===== src/rtl/secded_pkg.sv =====
// Shared types and elaboration-time helpers for the Hamming SECDED decoder.
// Codeword layout: cw[0]=overall parity, cw[2**k]=check bits, data ascending in the rest.
package secded_pkg;

    localparam int MAX_NW = 64;

    typedef enum logic [1:0] {
        ST_OK  = 2'd0,
        ST_SEC = 2'd1,
        ST_PAR = 2'd2,
        ST_DED = 2'd3
    } status_e;

    // Smallest number of Hamming check bits covering DW data bits plus the check bits themselves.
    function automatic int calc_pw(input int dw);
        int p;
        p = 1;
        while ((1 << p) < dw + p + 1) begin
            p++;
        end
        return p;
    endfunction

    function automatic logic is_pow2(input int pos);
        return (pos > 0) && ((pos & (pos - 1)) == 0);
    endfunction

    // 1-based index of the data bit sitting at codeword position pos.
    function automatic int data_ordinal(input int pos);
        int n;
        n = 0;
        for (int i = 1; i < MAX_NW; i++) begin
            if (i <= pos && !is_pow2(i)) begin
                n++;
            end
        end
        return n;
    endfunction

    // Positions beyond the real codeword are zero, so the unused upper data bits come out zero too.
    function automatic logic [MAX_NW-1:0] extract_data(input logic [MAX_NW-1:0] cw);
        logic [MAX_NW-1:0] d;
        int                k;
        d = '0;
        k = 0;
        for (int i = 1; i < MAX_NW; i++) begin
            if (!is_pow2(i)) begin
                d[k] = cw[i];
                k++;
            end
        end
        return d;
    endfunction

endpackage


===== src/rtl/secded_syndrome.sv =====
// Combinational syndrome (XOR of set-bit positions) and overall parity of one codeword.
module secded_syndrome
    import secded_pkg::*;
#(
    parameter  int DW = 11,
    localparam int PW = calc_pw(DW),
    localparam int NW = DW + PW + 1
) (
    input  logic [NW-1:0] cw_i,
    output logic [PW-1:0] syn_o,
    output logic          ov_o
);

    always_comb begin
        syn_o = '0;
        for (int i = 1; i < NW; i++) begin
            if (cw_i[i]) begin
                syn_o = syn_o ^ PW'(i);
            end
        end
    end

    assign ov_o = ^cw_i;

endmodule


===== src/rtl/secded_dec_pipe.sv =====
// Pipelined SECDED decoder with saturating error counters: 2-cycle latency, 1 word/cycle.
// Backpressure: out_ready low holds stage 2, which then holds stage 1 and drops in_ready.
module secded_dec_pipe
    import secded_pkg::*;
#(
    parameter  int DW = 11,
    parameter  int CW = 8,
    localparam int PW = calc_pw(DW),
    localparam int NW = DW + PW + 1,
    localparam int EW = $clog2(DW + 1)
) (
    input  logic          Clk,
    input  logic          Reset_n,
    input  logic          in_valid,
    output logic          in_ready,
    input  logic [NW-1:0] in_cw,
    input  logic          corr_en,
    output logic          out_valid,
    input  logic          out_ready,
    output logic [DW-1:0] out_data,
    output logic [1:0]    out_status,
    output logic [EW-1:0] out_errpos,
    input  logic          cnt_clr,
    output logic [CW-1:0] cnt_single,
    output logic [CW-1:0] cnt_double
);

    logic          s1_adv;
    logic          accept;
    logic          deliver;

    logic [PW-1:0] s1_syn_d;
    logic          s1_ov_d;

    logic          s1_v_q;
    logic [PW-1:0] s1_syn_q;
    logic          s1_ov_q;
    logic [NW-1:0] s1_cw_q;
    logic          s1_corr_q;

    logic [DW-1:0] s2_data_d;
    status_e       s2_status_d;
    logic [EW-1:0] s2_errpos_d;
    logic [NW-1:0] cw_fix;
    int            syn_pos;

    logic          s2_v_q;
    logic [DW-1:0] s2_data_q;
    status_e       s2_status_q;
    logic [EW-1:0] s2_errpos_q;

    logic [CW-1:0] cnt_single_d;
    logic [CW-1:0] cnt_single_q;
    logic [CW-1:0] cnt_double_d;
    logic [CW-1:0] cnt_double_q;

    assign s1_adv   = !s2_v_q || out_ready;
    assign in_ready = !s1_v_q || s1_adv;
    assign accept   = in_valid && in_ready;
    assign deliver  = s2_v_q && out_ready;

    secded_syndrome #(.DW(DW)) u_syndrome (
        .cw_i  (in_cw),
        .syn_o (s1_syn_d),
        .ov_o  (s1_ov_d)
    );

    always_ff @(posedge Clk) begin
        if (!Reset_n) begin
            s1_v_q    <= 1'b0;
            s1_syn_q  <= '0;
            s1_ov_q   <= 1'b0;
            s1_cw_q   <= '0;
            s1_corr_q <= 1'b0;
        end else if (in_ready) begin
            s1_v_q <= in_valid;
            if (accept) begin
                s1_syn_q  <= s1_syn_d;
                s1_ov_q   <= s1_ov_d;
                s1_cw_q   <= in_cw;
                s1_corr_q <= corr_en;
            end
        end
    end

    assign syn_pos = int'(s1_syn_q);

    // Check-bit hits are reported as PAR; only syndromes landing on a data position can be corrected.
    always_comb begin
        s2_status_d = ST_OK;
        s2_errpos_d = '0;
        cw_fix      = s1_cw_q;
        if (s1_syn_q == '0) begin
            s2_status_d = s1_ov_q ? ST_PAR : ST_OK;
        end else if (!s1_ov_q) begin
            s2_status_d = ST_DED;
        end else if (syn_pos >= NW) begin
            s2_status_d = ST_DED;
        end else if (is_pow2(syn_pos)) begin
            s2_status_d = ST_PAR;
        end else begin
            s2_status_d = ST_SEC;
            s2_errpos_d = EW'(data_ordinal(syn_pos));
            if (s1_corr_q) begin
                cw_fix = s1_cw_q ^ (NW'(1) << s1_syn_q);
            end
        end
        s2_data_d = DW'(extract_data(MAX_NW'(cw_fix)));
    end

    always_ff @(posedge Clk) begin
        if (!Reset_n) begin
            s2_v_q      <= 1'b0;
            s2_data_q   <= '0;
            s2_status_q <= ST_OK;
            s2_errpos_q <= '0;
        end else if (s1_adv) begin
            s2_v_q <= s1_v_q;
            if (s1_v_q) begin
                s2_data_q   <= s2_data_d;
                s2_status_q <= s2_status_d;
                s2_errpos_q <= s2_errpos_d;
            end
        end
    end

    always_comb begin
        cnt_single_d = cnt_single_q;
        cnt_double_d = cnt_double_q;
        if (cnt_clr) begin
            cnt_single_d = '0;
            cnt_double_d = '0;
        end else if (deliver) begin
            if ((s2_status_q == ST_SEC || s2_status_q == ST_PAR) && cnt_single_q != '1) begin
                cnt_single_d = cnt_single_q + CW'(1);
            end
            if (s2_status_q == ST_DED && cnt_double_q != '1) begin
                cnt_double_d = cnt_double_q + CW'(1);
            end
        end
    end

    always_ff @(posedge Clk) begin
        if (!Reset_n) begin
            cnt_single_q <= '0;
            cnt_double_q <= '0;
        end else begin
            cnt_single_q <= cnt_single_d;
            cnt_double_q <= cnt_double_d;
        end
    end

    assign out_valid  = s2_v_q;
    assign out_data   = s2_data_q;
    assign out_status = s2_status_q;
    assign out_errpos = s2_errpos_q;
    assign cnt_single = cnt_single_q;
    assign cnt_double = cnt_double_q;

endmodule


===== config.mk =====
export PLATFORM = sky130hd
export DESIGN_NAME = secded_dec_pipe
export DESIGN_NICKNAME = d
export VERILOG_FILES = /design/src/rtl/secded_pkg.sv /design/src/rtl/secded_syndrome.sv /design/src/rtl/secded_dec_pipe.sv
export SDC_FILE = /design/constraint.sdc
export NUM_CORES = 1
export LEC_CHECK = 0
export CAP_MARGIN = 20
export CORE_ASPECT_RATIO = 0.75
export CORE_MARGIN = 1.5
export CORE_UTILIZATION = 48
export CTS_BUF_LIST = sky130_fd_sc_hd__clkbuf_8 sky130_fd_sc_hd__clkbuf_16
export CTS_CLUSTER_DIAMETER = 150
export DETAILED_ROUTE_END_ITERATION = 16
export PLACE_DENSITY = 0.81
export RECOVER_POWER = 100
export SETUP_SLACK_MARGIN = 0.1
export SLEW_MARGIN = 30
export SYNTH_ARGS = -nofsm -noshare
export SYNTH_HDL_FRONTEND = slang
export SYNTH_SLANG_ARGS = --single-unit

===== constraint.sdc =====
create_clock -name Clk -period 6.7 [get_ports Clk]
set_input_delay 1.34 -clock Clk [delete_from_list [all_inputs] [get_ports Clk]]
set_output_delay 1.34 -clock Clk [all_outputs]
set_load 0.01 [all_outputs]

# After elaboration in Yosys (flattened, before gate mapping)
# Index checks and enable logic that the tools add are counted.
dict set report word_totals {
  ff_bits 57
  input_bits 22
  out_inout_bits 35
  wordCells 480
}
dict set report classes {
  add_sub_neg 59
  order_cmp 59
  eq_ne 5
  shifts 1
  n_mux 310
  bitwise_logic 17
  reduce_logical 18
}
# cell count
set op_table {}
lappend op_table {{4-bit two-way mux} 292}
lappend op_table {{4-bit by 2-bit adder with 4-bit output, second input constant} 56}
lappend op_table {{6-bit by 4-bit less-or-equal comparator with 1-bit output, first input constant} 31}
lappend op_table {{16-bit two-way mux} 5}
lappend op_table {{5-bit by 4-bit less-or-equal comparator with 1-bit output, first input constant} 15}
lappend op_table {{32-bit logical NOT} 1}
lappend op_table {{4-bit less-or-equal comparator, first input constant} 7}
lappend op_table {{8-bit by 1-bit adder with 8-bit output, second input constant} 2}
lappend op_table {{8-bit != test, second input constant} 2}
lappend op_table {{16-bit XOR reduction} 1}
lappend op_table {{1-bit by 4-bit << shifter with 16-bit output, first input constant} 1}
lappend op_table {{16-bit bitwise XOR} 1}
lappend op_table {{2-bit two-way mux} 7}
lappend op_table {{3-bit by 4-bit less-or-equal comparator with 1-bit output, first input constant} 3}
lappend op_table {{3-bit two-way mux} 4}
lappend op_table {{2-bit NOT} 6}
lappend op_table {{3-bit NOT} 4}
lappend op_table {{2-bit AND reduction} 4}
lappend op_table {{5-bit AND} 1}
lappend op_table {{4-bit by 5-bit >= comparator with 1-bit output, second input constant} 1}
lappend op_table {{1-bit logical AND} 5}
lappend op_table {{4-bit by 1-bit subtractor with 5-bit output, second input constant} 1}
lappend op_table {{2-bit equality test, second input constant} 2}
lappend op_table {{4-bit by 1-bit greater-than comparator with 1-bit output, second input constant} 1}
lappend op_table {{other kinds (10)} 16}

# Depth between registers and ports, before layout
# Gate-level depths: netlist of run 1.
dict set report depth {
  word_depth 344
  ltp_mapped 33
  depth_no_buf 29
}

# By module
# A second synthesis of run 1 with hierarchy kept.
dict set report hier_totals {
  cells_unflattened 426
  hier_area_um2 3407.0
}
# mod n_inst cells_each area_per_inst_um2 seq_area_each_um2
set modules_own_cells {}
lappend modules_own_cells {secded_dec_pipe 1 399 3155.5 1041.0}
lappend modules_own_cells {secded_syndrome 1 27 251.5 0.0}

# Worst setup path before layout of run 1
# No wires, ideal clock.
dict set report synth_path {
  path_kind {reg-to-reg}
  startpoint {register s1_syn_q[0]}
  endpoint {register s2_errpos_q[2] (netlist: out_errpos[2])}
  setup_time_ns 0.118
  arrival_time_ns 5.624
  required_time_ns 6.582
  path_slack_ns 0.958
  path_stages_with_launch 33
  path_buffers 6
  period_less_slack_ns 5.742
  cell_sequence {dfxtp_1 -> buf_6 -> buf_6 -> clkbuf_1 -> and2_1 -> nand2b_1 -> ha_1 -> clkbuf_1 -> buf_2 -> buf_1 -> xor2_1 -> ha_1 -> nor4b_1 -> a21oi_1 -> o2bb2ai_1 -> xor2_1 -> o21a_1 -> inv_1 -> ha_1 -> nand3_1 -> o311ai_0 -> o21ai_0 -> o211ai_1 -> ha_1 -> xor2_1 -> a21oi_1 -> o22a_1 -> ha_1 -> nand2_1 -> xor2_1 -> xnor2_1 -> a22oi_1 -> nor2b_1}
}
dict set report synth_via {
  elab_chain_cells 342
  elab_cells_between_ends 405
  cone_classes {add/sub: 57; order compare: 59; mux: 285; bitwise: 1; reduce/logical: 3}
}
# item line
set synth_rtl {}
lappend synth_rtl {{from (decl)} secded_dec_pipe.sv:36} ;# logic [PW-1:0] s1_syn_q;
lappend synth_rtl {{from (signal assigned)} secded_dec_pipe.sv:78} ;# s1_syn_q <= s1_syn_d;
lappend synth_rtl {{2-bit by 4-bit less-or-equal comparator with 1-bit output} secded_pkg.sv:33} ;# if (i <= pos && !is_pow2(i)) begin
lappend synth_rtl {{1-bit two-way mux} secded_pkg.sv:33}
lappend synth_rtl {{4-bit two-way mux} secded_dec_pipe.sv:99} ;# end else if (is_pow2(syn_pos)) begin
lappend synth_rtl {{4-bit two-way mux} secded_dec_pipe.sv:97} ;# end else if (syn_pos >= NW) begin
lappend synth_rtl {{4-bit two-way mux} secded_dec_pipe.sv:95} ;# end else if (!s1_ov_q) begin
lappend synth_rtl {{4-bit two-way mux} secded_dec_pipe.sv:93} ;# if (s1_syn_q == '0) begin
lappend synth_rtl {{4-bit by 2-bit adder with 4-bit output} secded_pkg.sv:34} ;# n++;
lappend synth_rtl {{4-bit two-way mux} secded_pkg.sv:33}
lappend synth_rtl {{[326 not listed]} --}
lappend synth_rtl {{4-bit two-way mux} secded_dec_pipe.sv:95}
lappend synth_rtl {{4-bit two-way mux} secded_dec_pipe.sv:93}
lappend synth_rtl {{4-bit by 2-bit adder with 4-bit output} secded_pkg.sv:34}
lappend synth_rtl {{4-bit two-way mux} secded_pkg.sv:33}
lappend synth_rtl {{4-bit two-way mux} secded_dec_pipe.sv:99}
lappend synth_rtl {{4-bit two-way mux} secded_dec_pipe.sv:97}
lappend synth_rtl {{4-bit two-way mux} secded_dec_pipe.sv:95}
lappend synth_rtl {{4-bit two-way mux (*)} secded_dec_pipe.sv:93}
lappend synth_rtl {{to (signal assigned)} secded_dec_pipe.sv:122} ;# s2_errpos_q <= s2_errpos_d;
lappend synth_rtl {{to (decl)} secded_dec_pipe.sv:50} ;# logic [EW-1:0] s2_errpos_q;
# Every way passes the cells marked *; elsewhere a longest branch is shown, timed or not. The select of a mux whose other input is x is not followed.
# A chain may end at the register's enable or synchronous reset.

# Final worst setup path of run 1
# Ends and elaborated chain as after synthesis.

==> run_results.csv, run 1 <==
group,metric,value,unit
sta,period_minus_slack,5580,ps
sta,finClkSkew,6.98,ps
synth,syn_inst,440,
die,die_h,78.5,um
drt,drt_iter0_markers,238,
sta,max_freq,179,MHz
drt,vias,3316,
pwr,clockPowerShare,22.1,%
die,start_util,49.5,%
drt,wire_per_inst,14.8,um
clocking,postCtsSetupRepairBufs,0,
critical_path,arrival,5780,ps
sta,slew_viol_final,0,
placement,dp_hpwl,6.50,mm
synth,async_flop_share,0,%
drt,wl,8.61,mm
pwr,power.total,1030,uW
global_route,antenna_found_initial,0,
final_layout,diodes,0,
synth,synth-seq-cells,52,
critical_path,cp-start-kind,"flop",
global_route,overflow,0,
synth,yosysSeqAreaShare,28.6,%
drt,postRouteAntennaNets,0,
clocking,cts_htree_levels,2,
synth,synth_area,3650,sq um
sta,post-route-period-util,83.3,%
critical_path,worstPathRequired,6900,ps
pwr,p_comb_share,45.0,%
status,status,"finished clean",
pwr,p_seq_share,32.9,%
pwr,p_switching,384,uW
sta,hold_viol,0,
synth,syn_area_per_cell,8.29,sq um
placement,place.gp.congestion,0.935,
pwr,intPower,650,uW
final_layout,final-seq-area,1040,sq um
sta,setup_violations,0,
final_layout,drive_above_1_share,4.77,%
sta,fin_hold_ws,482,ps
clocking,cts_buffers,5,
synth,synth_edf_count,0,
synth,ys_warn_count,0,
critical_path,critPathKind,"flop to flop",
die,rows,27,
global_route,grt_pass1_vias,3027,
die,die_area,8130,sq um
clocking,ctsResizeCount,0,
clocking,clk_latency,310,ps
sta,totalNegativeSetupSlack,0,ps
synth,synth_fp_nets,476,
clocking,cts_tree,"built",
final_layout,multiInputGateArea,2420,sq um
clocking,cts_sinks,52,
synth,synth_flop_cell,"dfxtp_1",
global_route,grt_start_max_net_pins,39,
final_layout,nets,517,
synth,synth_cell_types,62,
critical_path,critPathMaxStageDelay,600,ps
pwr,switching_share,37.2,%
critical_path,endpoint_kind,"flop",
critical_path,path_max_fanout,12,
pwr,leakagePower,0.00180,uW
placement,portBuffers,56,
drt,firstDrtPassIters,5,
critical_path,path_common_cell,"ha_1",
critical_path,cp_slowest_cell,"ha_1",
die,coreArea,7360,sq um
die,ios,57,
final_layout,n_fill_cell,658,
min_path,hold_class,"flop to flop",
final_layout,syn2layout_area_growth,19.0,%
clocking,max-clock-path-buffers,2,
global_route,track_usage,21.2,%
clocking,ctsHoldBuffers,0,
flow_run,drv_cap,0,
die,die_x,104,um
sta,slew_headroom,7.86,%
drt,vias_per_cell,5.69,
drt,drc,0,
clocking,cts.root.buffer_cell,"clkbuf_8",
pwr,powerDensity,238,nW/um^2
sta,worst_pin_slew,1380,ps
sta,rsz0062_at_grt,"false",
clocking,clkTransAtPathRegs,90,ps
pwr,ir_worst_vdd,102,uV
global_route,grt_pass1_wl,14.4,mm
==> state kept, by name (all words and copies together), names as in the netlist <==
name and flops:
out_data 11, s1_cw_q 11, cnt_double 8, cnt_single 8, out_errpos 4, s1_syn_q 4
out_status 2, out_valid 1, s1_corr_q 1, s1_ov_q 1, s1_v_q 1
==> worst max-delay path, delay by kind of cell (launching register included) <==
kind	cells	cell delay [ps]
DFF	1	380
adders and majority gates	5	1820
buffers and inverters	1	50
and+or+nand+nor	5	800
xor gates and xnor gates	5	750
AOI/OAI and AO/OA	10	1670
==> synth_stat cells (2+ instances only) <==
library cell / count / area (sq um)
a21boi_0: 14 / 105
a21o_1: 3 / 22.5
a21oi_1: 11 / 55.1
a22oi_1: 2 / 15.0
a31oi_1: 2 / 12.5
and2_1: 2 / 12.5
and3_1: 2 / 12.5
and4_1: 2 / 17.5
buf_1: 5 / 18.8
buf_2: 6 / 30.0
buf_6: 5 / 56.3
clkbuf_1: 12 / 45.0
dfxtp_1: 52 / 1040
ha_1: 14 / 175
inv_1: 8 / 30.0
mux2i_1: 7 / 70.1
nand2_1: 51 / 191
nand2b_1: 5 / 31.3
nand3_1: 21 / 105
nand4_1: 6 / 37.5
nand4b_1: 2 / 17.5
nor2_1: 28 / 105
nor2b_1: 7 / 43.8
nor3_1: 9 / 45.0
nor3b_1: 3 / 22.5
nor4b_1: 2 / 17.5
o211a_1: 16 / 160
o211ai_1: 4 / 30.0
o21a_1: 3 / 22.5
o21ai_0: 26 / 130
o31a_1: 2 / 17.5
o31ai_1: 2 / 15.0
or3_1: 18 / 113
xnor2_1: 40 / 350
xor2_1: 21 / 184
==> path summary, 6_finish.rpt <==
path                                    start       endpoint  slack [ps]  cells after the start
worst min-delay path            out_errpos[1]  out_errpos[1]         480                      2
worst min register to register  out_errpos[1]  out_errpos[1]         480                      2
worst max-delay path              s1_syn_q[0]  out_errpos[2]        1120                     26
worst max register to register    s1_syn_q[0]  out_errpos[2]        1120                     26
==> final cells by class <==
type | instances | share of cell area [%]
multi-input cells | 352 | 55.9
flip-flops and latches | 52 | 24.0
repair buffers | 62 | 13.7
well taps | 101 | 2.91
clock buffers | 6 | 1.90
clock inverters | 2 | 0.894
inverters | 8 | 0.692
==> stage by stage <==
stage	area (sq um)	cells	setup WS [ps]	util, %
2_1_floorplan	3650	440	958	-
3_3_place_gp	4230	575	1440	57.4
3_5_place_dp	4220	575	1180	57.3
4_1_cts	4340	583	1140	59.0
5_1_grt	4340	583	727	58.9
6_report	4340	583	1120	58.9
==> kinds of logic (layout without fill, tap and decap cells) <==
| group | after synthesis | after routing | share of synthesized area, % |
|---|---|---|---|
| AOI/OAI and AO/OA | 100 | 100 | 19.9 |
| and+or+nand+nor | 168 | 168 | 23.9 |
| buffers and inverters | 36 | 78 | 4.94 |
| adders and majority gates | 14 | 14 | 4.80 |
| xor gates and xnor gates | 63 | 63 | 16.1 |
| muxes | 7 | 7 | 1.92 |
| DFF | 52 | 52 | 28.6 |
==> cells in the final DEF (no fill, tap or decap), types with 3 or more instances in the layout <==
cell / instances
a21boi_0: 14
a21o_1: 3
a21oi_1: 11
buf_4: 5
clkbuf_8: 6
clkdlybuf4s50_1: 19
dfxtp_1: 52
dlygate4sd3_1: 36
ha_1: 14
inv_1: 8
mux2i_1: 7
nand2_1: 51
nand2b_1: 5
nand3_1: 21
nand4_1: 6
nor2_1: 28
nor2b_1: 7
nor3_1: 9
nor3b_1: 3
o211a_1: 16
o211ai_1: 4
o21a_1: 3
o21ai_0: 26
or3_1: 18
xnor2_1: 40
xor2_1: 21
==> power groups by stage <==
stage	Clock (uW)	Combinational, uW	Sequential [uW]
finish	229	465	341
global route	244	509	343
CTS	234	463	341
detailed placement	0	461	348
global placement	0	445	346
floorplan	0	364	342
==> layer usage <==
layer / share of wire (%) / GRT usage (%)
met1: 50 / 30.3
met3: 5.0 / 3.24
met4: 0.81 / 4.44
met5: 0 / 0
met2: 44 / 33.9
No activity file was read; power rests on OpenSTA's default activity.
==> run 2: changes to the inputs <==
Clock period 6.7 ns to 5.3 ns, I/O delays scaled along.
==> run 2 against run 1 <==
Fmax up 12%. Combinational power up 55%. Register-to-register slack worse by 820 ps. First-iteration DRC count down 11%. Largest power group unchanged. Non-clock buffer count up 10.
==> run_results.csv, run 2 (synthesis results as in run 1) <==
group,metric,value,unit
clocking,cts.root.buffer_cell,"clkbuf_8",
pwr,switching_share,36.2,%
pwr,ir_worst_vdd,141,uV
sta,period_minus_slack,5000,ps
final_layout,multiInputGateArea,2580,sq um
drt,wire_per_inst,15.4,um
drt,vias,3378,
clocking,clk_latency,300,ps
pwr,intPower,935,uW
final_layout,diodes,0,
sta,post-route-period-util,94.4,%
die,die_h,78.5,um
die,ios,57,
die,rows,27,
die,coreArea,7360,sq um
pwr,p_comb_share,49.3,%
global_route,antenna_found_initial,0,
global_route,grt_pass1_wl,14.9,mm
placement,place.gp.congestion,0.902,
drt,drt_iter0_markers,211,
placement,dp_hpwl,6.75,mm
die,die_area,8130,sq um
critical_path,worstPathRequired,5490,ps
global_route,grt_busiest_layer,"met2",
global_route,track_usage,22.3,%
global_route,met1_usage,29.4,%
pwr,leakagePower,0.00186,uW
global_route,use_met3,4.57,%
pwr,clockPowerShare,21.4,%
clocking,cts_htree_levels,2,
critical_path,path_max_fanout,8,
pwr,p_switching,531,uW
global_route,use_met2,38.4,%
final_layout,final_cell_mix,"nand2_1 (51), dfxtp_1 (48), xnor2_1 (39)",
sta,finClkSkew,4.28,ps
final_layout,nets,527,
sta,worst_pin_slew,1460,ps
die,start_util,49.5,%
final_layout,syn2layout_area_growth,25.8,%
critical_path,critPathKind,"flop to flop",
final_layout,drive_above_1_share,12.4,%
drt,postRouteAntennaNets,0,
pwr,powerDensity,320,nW/um^2
drt,drc,0,
clocking,cts_tree,"built",
global_route,grt_pass1_vias,3174,
drt,vias_per_cell,5.71,
sta,max_freq,200,MHz
critical_path,cp-start-kind,"flop",
status,status,"finished clean",
min_path,hold_class,"flop to flop",
global_route,overflow,0,
critical_path,arrival,5200,ps
clocking,max-clock-path-buffers,2,
sta,hold_viol,0,
clocking,cts_buffers,5,
clocking,clkTransAtPathRegs,90,ps
clocking,cts_sinks,52,
clocking,ctsHoldBuffers,0,
placement,portBuffers,56,
global_route,grt_start_max_net_pins,39,
sta,setup_violations,0,
final_layout,n_fill_cell,667,
sta,slew_headroom,2.73,%
flow_run,drv_cap,0,
drt,wl,9.10,mm
drt,firstDrtPassIters,5,
sta,rsz0062_at_grt,"false",
final_layout,final_common_cell,"nand2_1",
final_layout,final-seq-area,1050,sq um
die,die_x,104,um
pwr,p_seq_share,29.3,%
final_layout,postLayoutCoreUtil,62.3,%
critical_path,endpoint_kind,"flop",
sta,totalNegativeSetupSlack,0,ps
sta,slew_viol_final,0,
==> run 2: cell types whose count changed in the layout (fill, tap and decap cells not counted), moves of 3 or more <==
cell / delta
ha_1: -5
dfxtp_1: -4
o21ai_0: -3
ha_4: +4
dfxtp_2: +3
buf_4: +10
==> run 2: worst max-delay path, stage by stage, from the launching register on <==
cell and delay [ps]:
dfxtp_4 370, or2_4 240, a21o_4 250, ha_4 180, a21boi_0 120, o21a_1 190, o21bai_1 150, ha_1 360
nand2_1 100, o21ai_2 90, o2bb2ai_2 140, xor2_1 160, o21a_1 140, inv_1 40, ha_1 290, nand3_1 90
o311ai_1 110, o21ai_0 130, o211ai_1 160, ha_1 230, o21ai_1 90, xor2_1 280, nor2_2 90, nand2_1 100
mux2i_2 80, o211a_1 220, or2_0 220, a211o_1 260
==> run 2: routing by layer <==
layer | vias up | share of wire (%) | routed length, um
met3 | 12 | 4.9 | 443
met2 | 93 | 48 | 4340
met5 | - | 0 | 0
li1 | 1658 | - | -
met4 | 0 | 1.1 | 100
met1 | 1615 | 46 | 4220
==> run 2: what timing repair did <==
action                     CTS  global route
setup buffers                0             6
gates cloned                 0             0
resized for setup            1            36
pin swaps                    0            17
setup endpoints to repair    2             3
==> run 2: final cells by class <==
class | count | area share (%)
Inverter | 8 | 0.709
Timing Repair Buffer | 72 | 14.6
Multi-Input combinational cell | 352 | 56.2
Sequential cell | 52 | 22.9
Clock inverter | 2 | 1.31
Tap cell | 101 | 2.76
Clock buffer | 5 | 1.50
==> run 2: through the flow <==
stage	setup WS (ps)	power [uW]	instance area [sq um]	hold WS [ps]	instances
5_1_grt	32.3	1550	4590	516	592
2_1_floorplan	102	926	3700	449	440
6_report	296	1470	4590	485	592
3_3_place_gp	253	1030	4280	457	579
3_5_place_dp	84.1	1040	4280	472	579
4_1_cts	113	1360	4410	485	586
==> run 2: worst paths after layout <==
path / start / end / slack, ps / depth (start not counted)
setup / recovery: s1_syn_q[1] / out_errpos[3] / 300 / 27
hold / removal: s1_cw_q[5] / s1_cw_q[5] / 490 / 2
setup reg to reg: s1_syn_q[1] / out_errpos[3] / 300 / 27
hold reg to reg: s1_cw_q[5] / s1_cw_q[5] / 490 / 2
==> run 2: power by group through the flow <==
stage	combinational [uW]	clock, uW	sequential, uW
after global routing	781	336	433
after global placement	589	0	436
after CTS	615	316	428
after detailed placement	608	0	437
final	722	314	430
after floorplan	494	0	433
==> run 3: changes to the inputs <==
Settings changed: SKIP_CTS_REPAIR_TIMING from default to 1.
==> run 3 against run 2 <==
Clock power is essentially flat. Clock-buffer cell count did not move. Non-clock buffer count stayed put. First-iteration DRC count shrank 11%. Via count is 0.24% higher. Largest cell class unchanged. Largest power group unchanged. Highest routed layer unchanged.
==> run_results.csv, run 3 (synthesis results as in run 1) <==
group,metric,value,unit
status,status,"finished clean",
critical_path,critPathKind,"flop to flop",
global_route,track_usage,22.3,%
drt,drc,0,
clocking,cts_buffers,5,
critical_path,arrival,5220,ps
sta,rsz0062_at_grt,"false",
pwr,clockPowerShare,21.4,%
clocking,cts_sinks,52,
pwr,switching_share,36.2,%
sta,worst_pin_slew,1440,ps
sta,max_freq,199,MHz
critical_path,r2r_slack,270,ps
pwr,leakagePower,0.00186,uW
critical_path,rr_worst_depth,27,
final_layout,diodes,0,
placement,place.gp.congestion,0.902,
flow_run,drv_cap,0,
pwr,powerDensity,319,nW/um^2
final_layout,n_fill_cell,667,
global_route,grt_pass1_vias,3174,
critical_path,cp-start-kind,"flop",
final_layout,syn2layout_area_growth,25.8,%
final_layout,final_common_cell,"nand2_1",
drt,vias_per_cell,5.72,
critical_path,path_max_fanout,8,
placement,portBuffers,56,
drt,firstDrtPassIters,5,
clocking,clk_latency,300,ps
die,die_h,78.5,um
final_layout,nets,527,
min_path,whs_endpoint,"s1_cw_q[15]",
clocking,cts.root.buffer_cell,"clkbuf_8",
critical_path,r2r-start,"s1_syn_q[1]",
sta,setup_violations,0,
sta,slew_viol_final,0,
clocking,clkTransAtPathRegs,90,ps
sta,totalNegativeSetupSlack,0,ps
sta,finClkSkew,6.32,ps
sta,hold_viol,0,
min_path,hold_depth,2,
final_layout,drive_above_1_share,12.4,%
sta,setup_ws,271,ps
placement,post-place-ws,84.1,ps
global_route,grt_start_max_net_pins,39,
critical_path,r2r_end,"out_errpos[3]",
die,start_util,49.5,%
die,ios,57,
pwr,p_seq_share,29.4,%
critical_path,worstPathRequired,5490,ps
final_layout,postLayoutCoreUtil,62.3,%
pwr,power.total,1460,uW
clocking,cts_htree_levels,2,
die,coreArea,7360,sq um
drt,drt_iter0_markers,188,
min_path,hold_class,"flop to flop",
sta,period_minus_slack,5030,ps
min_path,worstHoldStart,"s1_cw_q[15]",
drt,postRouteAntennaNets,0,
die,rows,27,
sta,slew_headroom,3.98,%
drt,vias,3386,
die,die_x,104,um
clocking,max-clock-path-buffers,2,
drt,wl,9.13,mm
sta,post-route-period-util,94.9,%
placement,dp_hpwl,6.75,mm
clocking,cts_tree,"built",
pwr,p_switching,530,uW
global_route,grt_pass1_wl,14.9,mm
drt,wire_per_inst,15.4,um
pwr,intPower,934,uW
pwr,p_comb_share,49.3,%
global_route,overflow,0,
pwr,ir_worst_vdd,140,uV
final_layout,final_cell_mix,"nand2_1 (51), dfxtp_1 (48), xnor2_1 (39)",
critical_path,endpoint_kind,"flop",
die,die_area,8130,sq um
global_route,antenna_found_initial,0,
run 3: area by class of cell:
type	instances	area, sq um	share of cell area, %
multi-input cells	352	2580	56.2
inverters	8	32.5	0.709
clock inverters	2	60.1	1.31
repair buffers	72	671	14.6
well taps	101	126	2.76
clock buffers	5	68.8	1.50
flip-flops and latches	52	1050	22.9
run 3: worst max-delay path: stages, from the launching register on:
cell       delay, ps
dfxtp_4          380
or2_4            240
a21o_4           250
ha_4             180
a21boi_0         120
o21a_1           190
o21bai_1         160
ha_1             360
nand2_1          100
o21ai_2           90
o2bb2ai_2        140
xor2_1           160
o21a_1           140
inv_1             40
ha_1             290
nand3_1           90
o311ai_1         110
o21ai_0          140
o211ai_1         170
ha_1             230
o21ai_0           90
xor2_1           290
nor2_2            90
nand2_1          100
mux2i_2           80
o211a_1          220
or2_0            220
a211o_1          260
run 3: how the worst max path moves through the flow:
stage / from / endpoint / slack [ps] / cells after the start
detailed placement: s1_syn_q[1] / out_errpos[3] / 80 / 24
floorplan: s1_syn_q[0] / out_errpos[2] / 100 / 31
global placement: s1_syn_q[1] / out_errpos[2] / 250 / 23
global route: s1_syn_q[1] / out_errpos[3] / 20 / 27
CTS: s1_syn_q[1] / out_errpos[3] / 70 / 24
finish: s1_syn_q[1] / out_errpos[3] / 270 / 27
run 3: per-stage QoR:
| stage | hold WS [ps] | cell area [sq um] | cells |
|---|---|---|---|
| after floorplan | 449 | 3700 | 440 |
| after global placement | 457 | 4280 | 579 |
| after detailed placement | 472 | 4280 | 579 |
| after CTS | 485 | 4400 | 586 |
| after global routing | 516 | 4590 | 592 |
| final | 487 | 4590 | 592 |
run 3: power groups by stage:
stage	clock network, uW	logic (uW)	registers [uW]
finish	313	721	430
detailed placement	0	608	437
global placement	0	589	436
floorplan	0	494	433
CTS	316	613	428
global route	336	780	433
run 3: metal layers:
metal,GRT usage (%),routed length [um]
met1,29.4,4160
met2,38.4,4390
met3,4.57,500
met4,3.89,75
met5,0,0
